--- config.mk ---
export PLATFORM = sky130hd
export DESIGN_NAME = spi_frame_arbiter
export DESIGN_NICKNAME = d
export VERILOG_FILES = /design/src/rtl/spi_arb_pkg.sv /design/src/rtl/spi_frame_arbiter_rr.sv /design/src/rtl/spi_frame_arbiter.sv
export SDC_FILE = /design/constraint.sdc
export NUM_CORES = 1
export LEC_CHECK = 0
export ABC_CLOCK_PERIOD_IN_PS = 2200
export BUFFER_PORTS_ARGS = -buffer_cell sky130_fd_sc_hd__buf_2
export CAP_MARGIN = 10
export CORE_MARGIN = 3
export CORE_UTILIZATION = 54
export CTS_BUF_LIST = sky130_fd_sc_hd__clkbuf_8
export DETAILED_ROUTE_END_ITERATION = 12
export GPL_TIMING_DRIVEN = 0
export PLACE_DENSITY = 0.82
export SETUP_SLACK_MARGIN = 0.15
export SYNTH_ARGS = -nofsm -noshare
export SYNTH_HDL_FRONTEND = slang
export SYNTH_SLANG_ARGS = --single-unit
--- constraint.sdc ---
create_clock -name clk -period 2.2 [get_ports clk]
set_input_delay 0.22 -clock clk [delete_from_list [all_inputs] [get_ports clk]]
set_output_delay 0.22 -clock clk [all_outputs]
set_load 0.02 [all_outputs]
--- src/rtl/spi_arb_pkg.sv ---
// ---------------------------------------------------------------------------
// spi_arb_pkg
//   Shared types and helpers for spi_frame_arbiter and its sub-modules.
//   - state_t   : frame sequencer states
//   - byte_sel  : picks byte idx of a frame, byte 0 being the MSB byte
//   - BYTE_W / MAX_BPF / MAX_FW / BYTE_IDX_W : width constants
// ---------------------------------------------------------------------------
package spi_arb_pkg;

    localparam int BYTE_W     = 8;
    localparam int MAX_BPF    = 4;
    localparam int MAX_FW     = MAX_BPF * BYTE_W;
    localparam int BYTE_IDX_W = 2;

    typedef enum logic [2:0] {
        IDLE,
        SETUP,
        SEND,
        WAIT,
        FINISH
    } state_t;

    // Frames go out MSB byte first, so byte 0 sits at the top of the
    // bpf-byte frame (the frame is zero-extended to MAX_FW).
    function automatic logic [BYTE_W-1:0] byte_sel(
        input logic [MAX_FW-1:0]     frame,
        input int                    bpf,
        input logic [BYTE_IDX_W-1:0] idx
    );
        int pos;
        pos = (bpf - 1 - int'(idx)) * BYTE_W;
        return frame[pos +: BYTE_W];
    endfunction

endpackage

--- src/rtl/spi_frame_arbiter_rr.sv ---
// ---------------------------------------------------------------------------
// rr_arbiter
//   Combinational round-robin pick: returns the first asserted request at or
//   after ptr, wrapping past NUM_REQ-1 back to 0. The pointer register
//   itself is owned by the parent.
// Ports:
//   req         in   NUM_REQ  request vector
//   ptr         in   IDW      index with highest priority this cycle
//   grant_idx   out  IDW      winning index (0 when no request)
//   grant_valid out  1        at least one request asserted
// ---------------------------------------------------------------------------
module rr_arbiter
    import spi_arb_pkg::*;
#(
    parameter int NUM_REQ = 2,
    parameter int IDW     = $clog2(NUM_REQ)
) (
    input  logic [NUM_REQ-1:0] req,
    input  logic [IDW-1:0]     ptr,
    output logic [IDW-1:0]     grant_idx,
    output logic               grant_valid
);

    // NOTE: every always_comb output gets a default before any branch, so no
    // path leaves it unassigned and no latch is inferred.
    always_comb begin
        int j;
        j           = 0;
        grant_idx   = '0;
        grant_valid = 1'b0;
        // Scan from the farthest offset down to offset 0: the last hit
        // written is the closest one to ptr, which is the winner.
        for (int i = NUM_REQ - 1; i >= 0; i--) begin
            j = int'(ptr) + i;
            if (j >= NUM_REQ) j = j - NUM_REQ;
            if (req[j]) begin
                grant_idx   = IDW'(j);
                grant_valid = 1'b1;
            end
        end
    end

endmodule

--- src/rtl/spi_frame_arbiter.sv ---
// ---------------------------------------------------------------------------
// spi_frame_arbiter
//   Shares one byte-level spi_master between NUM_REQ requesters. A round-robin
//   grant owns a whole BYTES_PER_FRAME-byte frame: its slave select is held
//   low for the full frame, bytes go out MSB byte first, and the received
//   frame is returned with a one-cycle ack / rx_valid.
//   Optional feature macro: SPI_TIMEOUT_EN (abort a byte after
//   TIMEOUT_CYCLES without spi_done; err_timeout is tied 0 otherwise).
// Ports:
//   clk, reset              clock, synchronous active-high reset
//   req / req_data          per-requester level request and frame
//   ack                     one-cycle pulse to the granted requester at frame end
//   rx_frame/rx_valid/rx_id received frame, its strobe, and its owner
//   busy                    high outside IDLE
//   err_timeout             one-cycle pulse on an aborted frame
//   spi_start/spi_tx_data   byte request to spi_master
//   spi_rx_data/spi_done    byte result from spi_master
//   ss_n                    per-requester active-low slave select
// ---------------------------------------------------------------------------
module spi_frame_arbiter
    import spi_arb_pkg::*;
#(
    parameter int NUM_REQ         = 2,
    parameter int BYTES_PER_FRAME = 2,
    parameter int SS_SETUP_CYCLES = 1,
    parameter int TIMEOUT_CYCLES  = 1024
) (
    input  logic                                  clk,
    input  logic                                  reset,
    input  logic [NUM_REQ-1:0]                    req,
    input  logic [NUM_REQ*8*BYTES_PER_FRAME-1:0]  req_data,
    output logic [NUM_REQ-1:0]                    ack,
    output logic [8*BYTES_PER_FRAME-1:0]          rx_frame,
    output logic                                  rx_valid,
    output logic [$clog2(NUM_REQ)-1:0]            rx_id,
    output logic                                  busy,
    output logic                                  err_timeout,
    output logic                                  spi_start,
    output logic [7:0]                            spi_tx_data,
    input  logic [7:0]                            spi_rx_data,
    input  logic                                  spi_done,
    output logic [NUM_REQ-1:0]                    ss_n
);

    localparam int FW      = BYTE_W * BYTES_PER_FRAME;
    localparam int IDW     = $clog2(NUM_REQ);
    localparam int SETUP_W = $clog2(SS_SETUP_CYCLES + 1);
    localparam logic [BYTE_IDX_W-1:0] LAST_IDX = BYTE_IDX_W'(BYTES_PER_FRAME - 1);

    if (NUM_REQ < 2 || NUM_REQ > 8 || BYTES_PER_FRAME < 1 || BYTES_PER_FRAME > 4 ||
        SS_SETUP_CYCLES < 1 || TIMEOUT_CYCLES < 1) begin : g_param_check
        $error("spi_frame_arbiter: parameter out of range");
    end

    state_t                state;
    logic [IDW-1:0]        ptr;
    logic [IDW-1:0]        grant_q;
    logic [FW-1:0]         frame_q;
    logic [FW-1:0]         shift_q;
    logic [FW-1:0]         shift_next;
    logic [BYTE_IDX_W-1:0] byte_idx;
    logic [BYTE_IDX_W-1:0] next_idx;
    logic [SETUP_W-1:0]    setup_cnt;
    logic [IDW-1:0]        grant_idx;
    logic                  grant_valid;

`ifdef SPI_TIMEOUT_EN
    localparam int TO_W = $clog2(TIMEOUT_CYCLES + 1);
    logic [TO_W-1:0] to_cnt;
`else
    assign err_timeout = 1'b0;
`endif

    rr_arbiter #(
        .NUM_REQ (NUM_REQ),
        .IDW     (IDW)
    ) u_rr (
        .req         (req),
        .ptr         (ptr),
        .grant_idx   (grant_idx),
        .grant_valid (grant_valid)
    );

    // Received bytes enter at the bottom, so the first byte ends in the MSBs.
    assign shift_next = (shift_q << BYTE_W) | FW'(spi_rx_data);
    assign next_idx   = byte_idx + BYTE_IDX_W'(1);

    // NOTE: sequential state uses non-blocking assignments only, so every
    // register samples pre-edge values regardless of statement order.
    always_ff @(posedge clk) begin
        if (reset) begin
            state       <= IDLE;
            ptr         <= '0;
            grant_q     <= '0;
            frame_q     <= '0;
            shift_q     <= '0;
            byte_idx    <= '0;
            setup_cnt   <= '0;
            ss_n        <= '1;
            spi_start   <= 1'b0;
            spi_tx_data <= '0;
            ack         <= '0;
            rx_frame    <= '0;
            rx_valid    <= 1'b0;
            rx_id       <= '0;
            busy        <= 1'b0;
`ifdef SPI_TIMEOUT_EN
            to_cnt      <= '0;
            err_timeout <= 1'b0;
`endif
        end else begin
            // Pulse outputs default low; the states below raise them for one cycle.
            spi_start <= 1'b0;
            ack       <= '0;
            rx_valid  <= 1'b0;
`ifdef SPI_TIMEOUT_EN
            err_timeout <= 1'b0;
`endif
            case (state)
                IDLE: begin
                    if (grant_valid) begin
                        grant_q         <= grant_idx;
                        ptr             <= (grant_idx == IDW'(NUM_REQ - 1)) ? '0
                                                                            : grant_idx + IDW'(1);
                        frame_q         <= req_data[int'(grant_idx)*FW +: FW];
                        ss_n[grant_idx] <= 1'b0;  // ss_n is all-ones in IDLE
                        byte_idx        <= '0;
                        setup_cnt       <= '0;
                        shift_q         <= '0;
                        busy            <= 1'b1;
                        state           <= SETUP;
                    end
                end
                SETUP: begin
                    if (setup_cnt == SETUP_W'(SS_SETUP_CYCLES - 1)) begin
                        spi_start   <= 1'b1;
                        spi_tx_data <= byte_sel(MAX_FW'(frame_q), BYTES_PER_FRAME, byte_idx);
                        state       <= SEND;
                    end else begin
                        setup_cnt <= setup_cnt + SETUP_W'(1);
                    end
                end
                SEND: begin
`ifdef SPI_TIMEOUT_EN
                    to_cnt <= '0;
`endif
                    state <= WAIT;
                end
                WAIT: begin
                    if (spi_done) begin
                        shift_q  <= shift_next;
                        byte_idx <= next_idx;
                        if (byte_idx == LAST_IDX) begin
                            ss_n          <= '1;
                            ack[grant_q]  <= 1'b1;
                            rx_valid      <= 1'b1;
                            rx_frame      <= shift_next;
                            rx_id         <= grant_q;
                            state         <= FINISH;
                        end else begin
                            // SS stays low between bytes of one frame.
                            spi_start   <= 1'b1;
                            spi_tx_data <= byte_sel(MAX_FW'(frame_q), BYTES_PER_FRAME, next_idx);
                            state       <= SEND;
                        end
                    end
`ifdef SPI_TIMEOUT_EN
                    else if (to_cnt == TO_W'(TIMEOUT_CYCLES - 1)) begin
                        // Abort: requester is released, rx_frame keeps its old value.
                        ss_n         <= '1;
                        ack[grant_q] <= 1'b1;
                        err_timeout  <= 1'b1;
                        state        <= FINISH;
                    end else begin
                        to_cnt <= to_cnt + TO_W'(1);
                    end
`endif
                end
                FINISH: begin
                    // SS is already high here, and IDLE adds another high
                    // cycle, so each frame starts on a fresh SS edge.
                    busy  <= 1'b0;
                    state <= IDLE;
                end
                default: state <= IDLE;
            endcase
        end
    end

endmodule

==> impl_metrics.csv, run 1 <==
group,metric,value,unit
status,status,"finished, final reports clean",
power,seq_power_share,45.1,%
logic_synthesis,ys_warn_count,0,
power,switching_share,25.1,%
placement,gp_congestion,0.782,
logic_synthesis,synth_edf_count,0,
worst_setup_path,crit_type,"flop to flop",
drt,drtPass1Iterations,4,
drt,detail_route.iter0.violations,130,
drt,route.detailed.drc,0,
die,die_w,77.4,µm
die,rows,25,
logic_synthesis,avgSynthCellArea,10.5,µm²
worst_setup_path,cp_top_family,"adder cells",
worst_setup_path,arrival,2.10,ns
clocking,cts_max_level,3,
worst_setup_path,cpMaxStageDelayCell,"ha_1",
logic_synthesis,syn_area,2760,µm²
cells_and_area,instances_no_fill,419,
power,switchingPower,0.000681,W
power,p_int,0.00203,W
placement,portBuffers,75,
die,dieHeight,77.4,µm
drt,wl_per_cell,15.7,µm
cells_and_area,final_cell_mix,"83 x buf_2, 63 x dfxtp_1, 38 x nand2b_1, 25 x mux2i_1",
worst_setup_path,crit_chain,"buf_2, nor2b_1, and2_1, ha_1, mux2i_1, o22ai_1",
logic_synthesis,yosysSeqAreaShare,45.8,%
clocking,cts_tree,"done",
clocking,postCtsHoldBufs,0,
timing,finalCritPeriodShare,85.6,%
worst_setup_path,worstPathMaxFanout,10,
worst_setup_path,startpoint,"state[0]",
logic_synthesis,synthFlopType,"dfxtp_1",
logic_synthesis,synth_nets,309,
timing,rsz0062_at_grt,"false",
timing,fin_ws,0.317,ns
clocking,postCtsSetupRepairBufs,0,
power,powerDensity,788,nW/µm²
die,die_area,6000,µm²
timing,slew_viol_final,0,
worst_setup_path,cp-start-kind,"flop",
cells_and_area,drive_above_1_share,32.4,%
cells_and_area,area_growth,24.9,%
cells_and_area,n_fill_cell,390,
logic_synthesis,synth_top_area_share,45.8,%
worst_hold_path,hold_path_startpoint,"req_data[5]",
timing,finalSetupViolations,0,
timing,period_minus_slack,1.88,ns
clocking,clockBufferDepth,2,
die,design.core.area,4820,µm²
placement,place_area,3220,µm²
global_routing,grt_pass1_vias,2199,
logic_synthesis,netlist_instances,262,
power,power_leakage,1.43,nW
global_routing,grt_first_pass_wirelength,10.7,mm
die,io_pins,78,
power,clockPowerShare,42.6,%
cells_and_area,multi_input_area,1350,µm²
timing,fmax,531,MHz
clocking,clk_pin_slew,0.07,ns
clocking,post_cts_resized,0,
global_routing,grtUsageTotal,23.0,%
logic_synthesis,synth.area.top_cells,"dfxtp_1 46%, mux2i_1 9.1%, nand2b_1 8.6%",
timing,setup_tns,0,ns
clocking,root_buffer,"clkbuf_8",
placement,place_inst,404,
worst_setup_path,crit_required,2.42,ns
worst_hold_path,min_path_type,"input pin to flop",
worst_setup_path,cp_num_buf_inv,1,
cells_and_area,mostFrequentLayoutCell,"buf_2",
global_routing,antenna_found_initial,0,
cells_and_area,antenna_cells,0,
clocking,numCtsBuffers,9,
drt,drt_wl_total,6.59,mm
cells_and_area,final_nets,394,
die,start_util,57.2,%
placement,dp_hpwl,4.69,mm
clocking,clock_sinks,63,
cells_and_area,fin_area,3440,µm²
logic_synthesis,synth_area_leader_cell,"dfxtp_1",
placement,dp_slack,0.138,ns
timing,finalHoldViolations,0,
flow_run,cap_violations,0,
worst_setup_path,slowest_delay,0.58,ns
global_routing,grt_max_degree,12,
logic_synthesis,ys_types,43,
worst_setup_path,endpoint_kind,"flop",
drt,ant_nets,0,
logic_synthesis,ys_async_sr_fraction,0,%
logic_synthesis,ys_ff_latch,63,
timing,hold_slack,0.141,ns
power,comb_power_share,12.3,%
cells_and_area,seqCellArea,1260,µm²
clocking,insertion_delay,0.35,ns
drt,vias_per_cell,5.51,
global_routing,grt-ovfl-total,0,
timing,fin_skew,0.00667,ns
drt,num_vias,2308,
worst_setup_path,reg2reg_from,"state[0]",
power,ir_worst_vdd,0.421,mV
==> per-stage QoR <==
step	utilization (%)	total power [W]
floorplan	-	0.00146
global placement	66.8	0.00157
detailed placement	66.8	0.00158
CTS	71.5	0.00272
global route	71.5	0.00282
finish	71.5	0.00271
==> state kept, by name, indices dropped and copies added, names as in the netlist, 2 cells and up <==
signal / flops
ss_n: 2
rx_frame: 16
ack: 2
byte_idx: 2
spi_tx_data: 8
frame_q: 16
state: 3
shift_q: 8
==> power by group through the flow <==
stage / registers, W / logic (W) / clock network [W]
2_1_floorplan: 0.00126 / 0.000205 / 0
3_3_place_gp: 0.00125 / 0.000323 / 0
3_5_place_dp: 0.00125 / 0.000329 / 0
4_1_cts: 0.00122 / 0.000332 / 0.00117
5_1_grt: 0.00123 / 0.000363 / 0.00122
6_report: 0.00122 / 0.000333 / 0.00116
==> logic make-up after synthesis <==
group | synth area share, %
AO/OA/AOI/OAI | 21.0
adder cells (fa/ha/maj) | 0.908
buffers and inverters | 5.27
flip-flops | 45.8
multiplexers | 9.08
other | 0.136
AND/OR/NAND/NOR | 17.9
==> worst paths after layout <==
path / end / slack, ns / cells after the start
worst min register to register: ack[0] / 0.44 / 1
worst min-delay path: frame_q[5] / 0.14 / 3
worst max register to register: spi_tx_data[2] / 0.32 / 6
worst max-delay path: spi_tx_data[2] / 0.32 / 6
==> cells in the mapped netlist, types with 2 or more instances <==
library cell / count
dfxtp_1: 63
nand2b_1: 38
mux2i_1: 25
a32oi_1: 16
o2bb2ai_1: 16
inv_1: 11
o22ai_1: 9
buf_2: 8
nand3b_1: 8
o221ai_1: 8
clkbuf_1: 7
nor2_1: 4
nor2b_1: 4
a21oi_1: 3
and2_1: 3
buf_4: 3
nand2_1: 3
nand3_1: 3
a221o_1: 2
and4_1: 2
ha_1: 2
nor3_1: 2
nor3_4: 2
==> worst register-to-register path: stages, from the launching register on <==
cell and delay [ns]:
dfxtp_1 0.30, buf_2 0.17, nor2b_1 0.17, and2_1 0.18, ha_1 0.58, mux2i_1 0.26
o22ai_1 0.10
==> layer usage <==
layer  global-route usage [%]  share of wire (%)  vias to the layer above
met1                     31.2                 45                     1078
met3                     6.15                6.3                       15
met5                        0                  0                        -
li1                         -                  -                     1146
met4                     10.7                2.2                        0
met2                     34.0                 46                       69
==> area by class of cell <==
class	count	share of cell area, %
well taps	67	2.43
multi-input cells	168	39.2
flip-flops and latches	63	36.6
repair buffers	75	10.9
plain buffers	19	2.91
inverters	11	1.20
clock inverters	5	2.33
clock buffers	11	4.40
No activity file was read; power rests on OpenSTA's default activity.
==> run 2, diff against run 1 <==
CTS_BUF_LIST = sky130_fd_sc_hd__clkbuf_2   (was sky130_fd_sc_hd__clkbuf_8)
SYNTH_HIERARCHICAL = 1   (was unset)
==> impl_metrics.csv, run 2 <==
group,metric,value,unit
global_routing,antenna_found_initial,0,
timing,rsz0062_at_grt,"false",
clocking,clockBufferDepth,2,
clocking,root_buffer,"clkbuf_2",
logic_synthesis,synth_commonest_cells,"63 x dfxtp_1, 20 x a21oi_1, 20 x nor2_1, 20 x o21ai_0, 19 x mux2i_1",
timing,fmax,512,MHz
logic_synthesis,ys_ff_latch,63,
drt,wl_per_cell,14.4,µm
power,powerDensity,687,nW/µm²
timing,fin_ws,0.246,ns
worst_setup_path,arrival,2.31,ns
die,dieHeight,77.6,µm
logic_synthesis,synthFlopType,"dfxtp_1",
global_routing,grt_pass1_vias,2398,
worst_hold_path,min_path_type,"input pin to flop",
power,power_leakage,1.45,nW
logic_synthesis,synth_top_area_share,45.6,%
cells_and_area,drive_above_1_share,33.0,%
logic_synthesis,netlist_instances,282,
logic_synthesis,ys_types,41,
flow_run,cap_violations,0,
drt,num_vias,2478,
timing,finalCritPeriodShare,88.8,%
cells_and_area,top_regs,"frame_q x16, rx_frame x16",
die,io_pins,78,
logic_synthesis,ys_warn_count,6,
drt,drt_wl_total,6.46,mm
clocking,postCtsSetupRepairBufs,0,
placement,gp_congestion,0.791,
worst_setup_path,endpoint_kind,"flop",
cells_and_area,mostFrequentLayoutCell,"buf_2",
die,rows,25,
worst_setup_path,cpMaxStageDelayCell,"dfxtp_1",
global_routing,grt_first_pass_wirelength,11.0,mm
timing,finalHoldViolations,0,
timing,relSlewSlack,53.5,%
timing,worst_slew_pin_slew,0.678,ns
global_routing,grtUsageTotal,22.8,%
cells_and_area,final_nets,424,
worst_setup_path,crit_chain,"buf_6, and3b_1, ha_1, buf_2, mux2_2, o2111ai_1, o32ai_1",
logic_synthesis,yosysSeqAreaShare,45.6,%
status,status,"finished, final reports clean",
timing,period_minus_slack,1.95,ns
timing,slew_viol_final,0,
power,ir_worst_vdd,0.517,mV
logic_synthesis,synth_area_leader_cell,"dfxtp_1",
drt,drtPass1Iterations,4,
logic_synthesis,synth.area.top_cells,"dfxtp_1 46%, mux2i_1 6.9%, a211oi_2 5.4%",
placement,portBuffers,76,
die,start_util,57.0,%
logic_synthesis,syn_area,2770,µm²
die,die_w,77.6,µm
drt,detail_route.iter0.violations,153,
timing,setup_tns,0,ns
die,die_area,6020,µm²
timing,fin_skew,0.0309,ns
cells_and_area,instances_no_fill,449,
logic_synthesis,ys_async_sr_fraction,0,%
worst_setup_path,slowest_delay,0.38,ns
worst_setup_path,worstPathMaxFanout,10,
clocking,clock_sinks,63,
global_routing,grt-ovfl-total,0,
cells_and_area,antenna_cells,0,
die,design.core.area,4850,µm²
clocking,cts_tree,"done",
global_routing,grt_max_degree,12,
placement,dp_slack,0.0921,ns
placement,dp_hpwl,4.63,mm
placement,place_inst,425,
clocking,cts_max_level,3,
cells_and_area,final_cell_mix,"79 x buf_2, 63 x dfxtp_1, 20 x nor2_1, 20 x o21ai_0, 20 x a21oi_1",
drt,ant_nets,0,
cells_and_area,fin_area,3420,µm²
power,power,0.00235,W
logic_synthesis,synth_edf_count,0,
clocking,insertion_delay,0.48,ns
worst_setup_path,crit_type,"flop to flop",
worst_setup_path,crit_required,2.55,ns
worst_setup_path,cp-start-kind,"flop",
timing,finalSetupViolations,0,
logic_synthesis,yosys.cell_count.top_type,"dfxtp_1",
clocking,numCtsBuffers,9,
clocking,clk_pin_slew,0.18,ns
logic_synthesis,avgSynthCellArea,9.81,µm²
placement,place_area,3230,µm²
drt,vias_per_cell,5.52,
logic_synthesis,synth_nets,329,
cells_and_area,area_growth,23.8,%
drt,route.detailed.drc,0,
-- run 2: cell types whose count changed after synthesis, sizes merged, moves of 16 or more --
cell / previous run / this run
a211oi: 1 / 17
a32oi: 16 / 0
nor2: 4 / 20
o2bb2ai: 16 / 0
nand2b: 38 / 2
a21oi: 4 / 20
o21ai: 1 / 20
-- run 2: per-stage QoR --
step                      util (%)  hold slack, ns
final                         70.6          0.0478
after global routing          70.6          0.0529
after CTS                     70.6          0.0267
after detailed placement      66.6           0.453
after global placement        66.6           0.450
after floorplan                  -           0.346
-- run 2: kinds of logic after synthesis --
family | share of synthesized area (%)
fa+ha+maj | 0.905
buf+inv | 7.56
other cells | 0.136
compound gates | 23.8
simple gates | 11.9
mux | 10.1
flops | 45.6
-- run 2: where the power goes --
part	switching (W)	leakage, nW	total (W)	internal (W)
sequential	0.0000306	0.514	0.00123	0.00120
clock	0.000425	0.0717	0.000688	0.000263
combinational	0.000239	0.863	0.000428	0.000189
total	0.000695	1.45	0.00235	0.00166
-- run 2: worst paths after layout --
path | start | endpoint | cells past startpoint | slack [ns]
max | state[2] | spi_tx_data[4] | 7 | 0.25
min | req_data[4] | frame_q[4] | 3 | 0.05
max reg2reg | state[2] | spi_tx_data[4] | 7 | 0.25
min reg2reg | ss_n[0] | ss_n[0] | 2 | 0.47
-- run 2: critical path: cells and delay by family (launching register included) --
kind / cells / cell delay, ns
compound gates: 2 / 0.24
simple gates: 1 / 0.21
flops: 1 / 0.38
mux: 1 / 0.36
buf+inv: 2 / 0.36
fa+ha+maj: 1 / 0.27
-- run 2: what timing repair did --
action,CTS,global route
pin swaps,0,0
endpoints found under the hold margin,16,0
endpoints found under the setup margin,8,2
hold buffers,8,0
gates resized for setup,1,1
-- run 2: area by class of cell --
class	count	area, µm²
Fill cell	374	1430
Sequential cell	63	1260
Multi-Input combinational cell	177	1290
Clock buffer	10	50.0
Clock inverter	6	61.3
Timing Repair Buffer	84	460
Tap cell	67	83.8
Inverter	16	60.1
Buffer	26	150
-- run 2: routing by layer --
layer	part of all wire, %	GRT usage [%]
met3	5.4	5.92
met5	0	0
met4	1.8	7.47
met2	48	37.9
met1	45	28.7
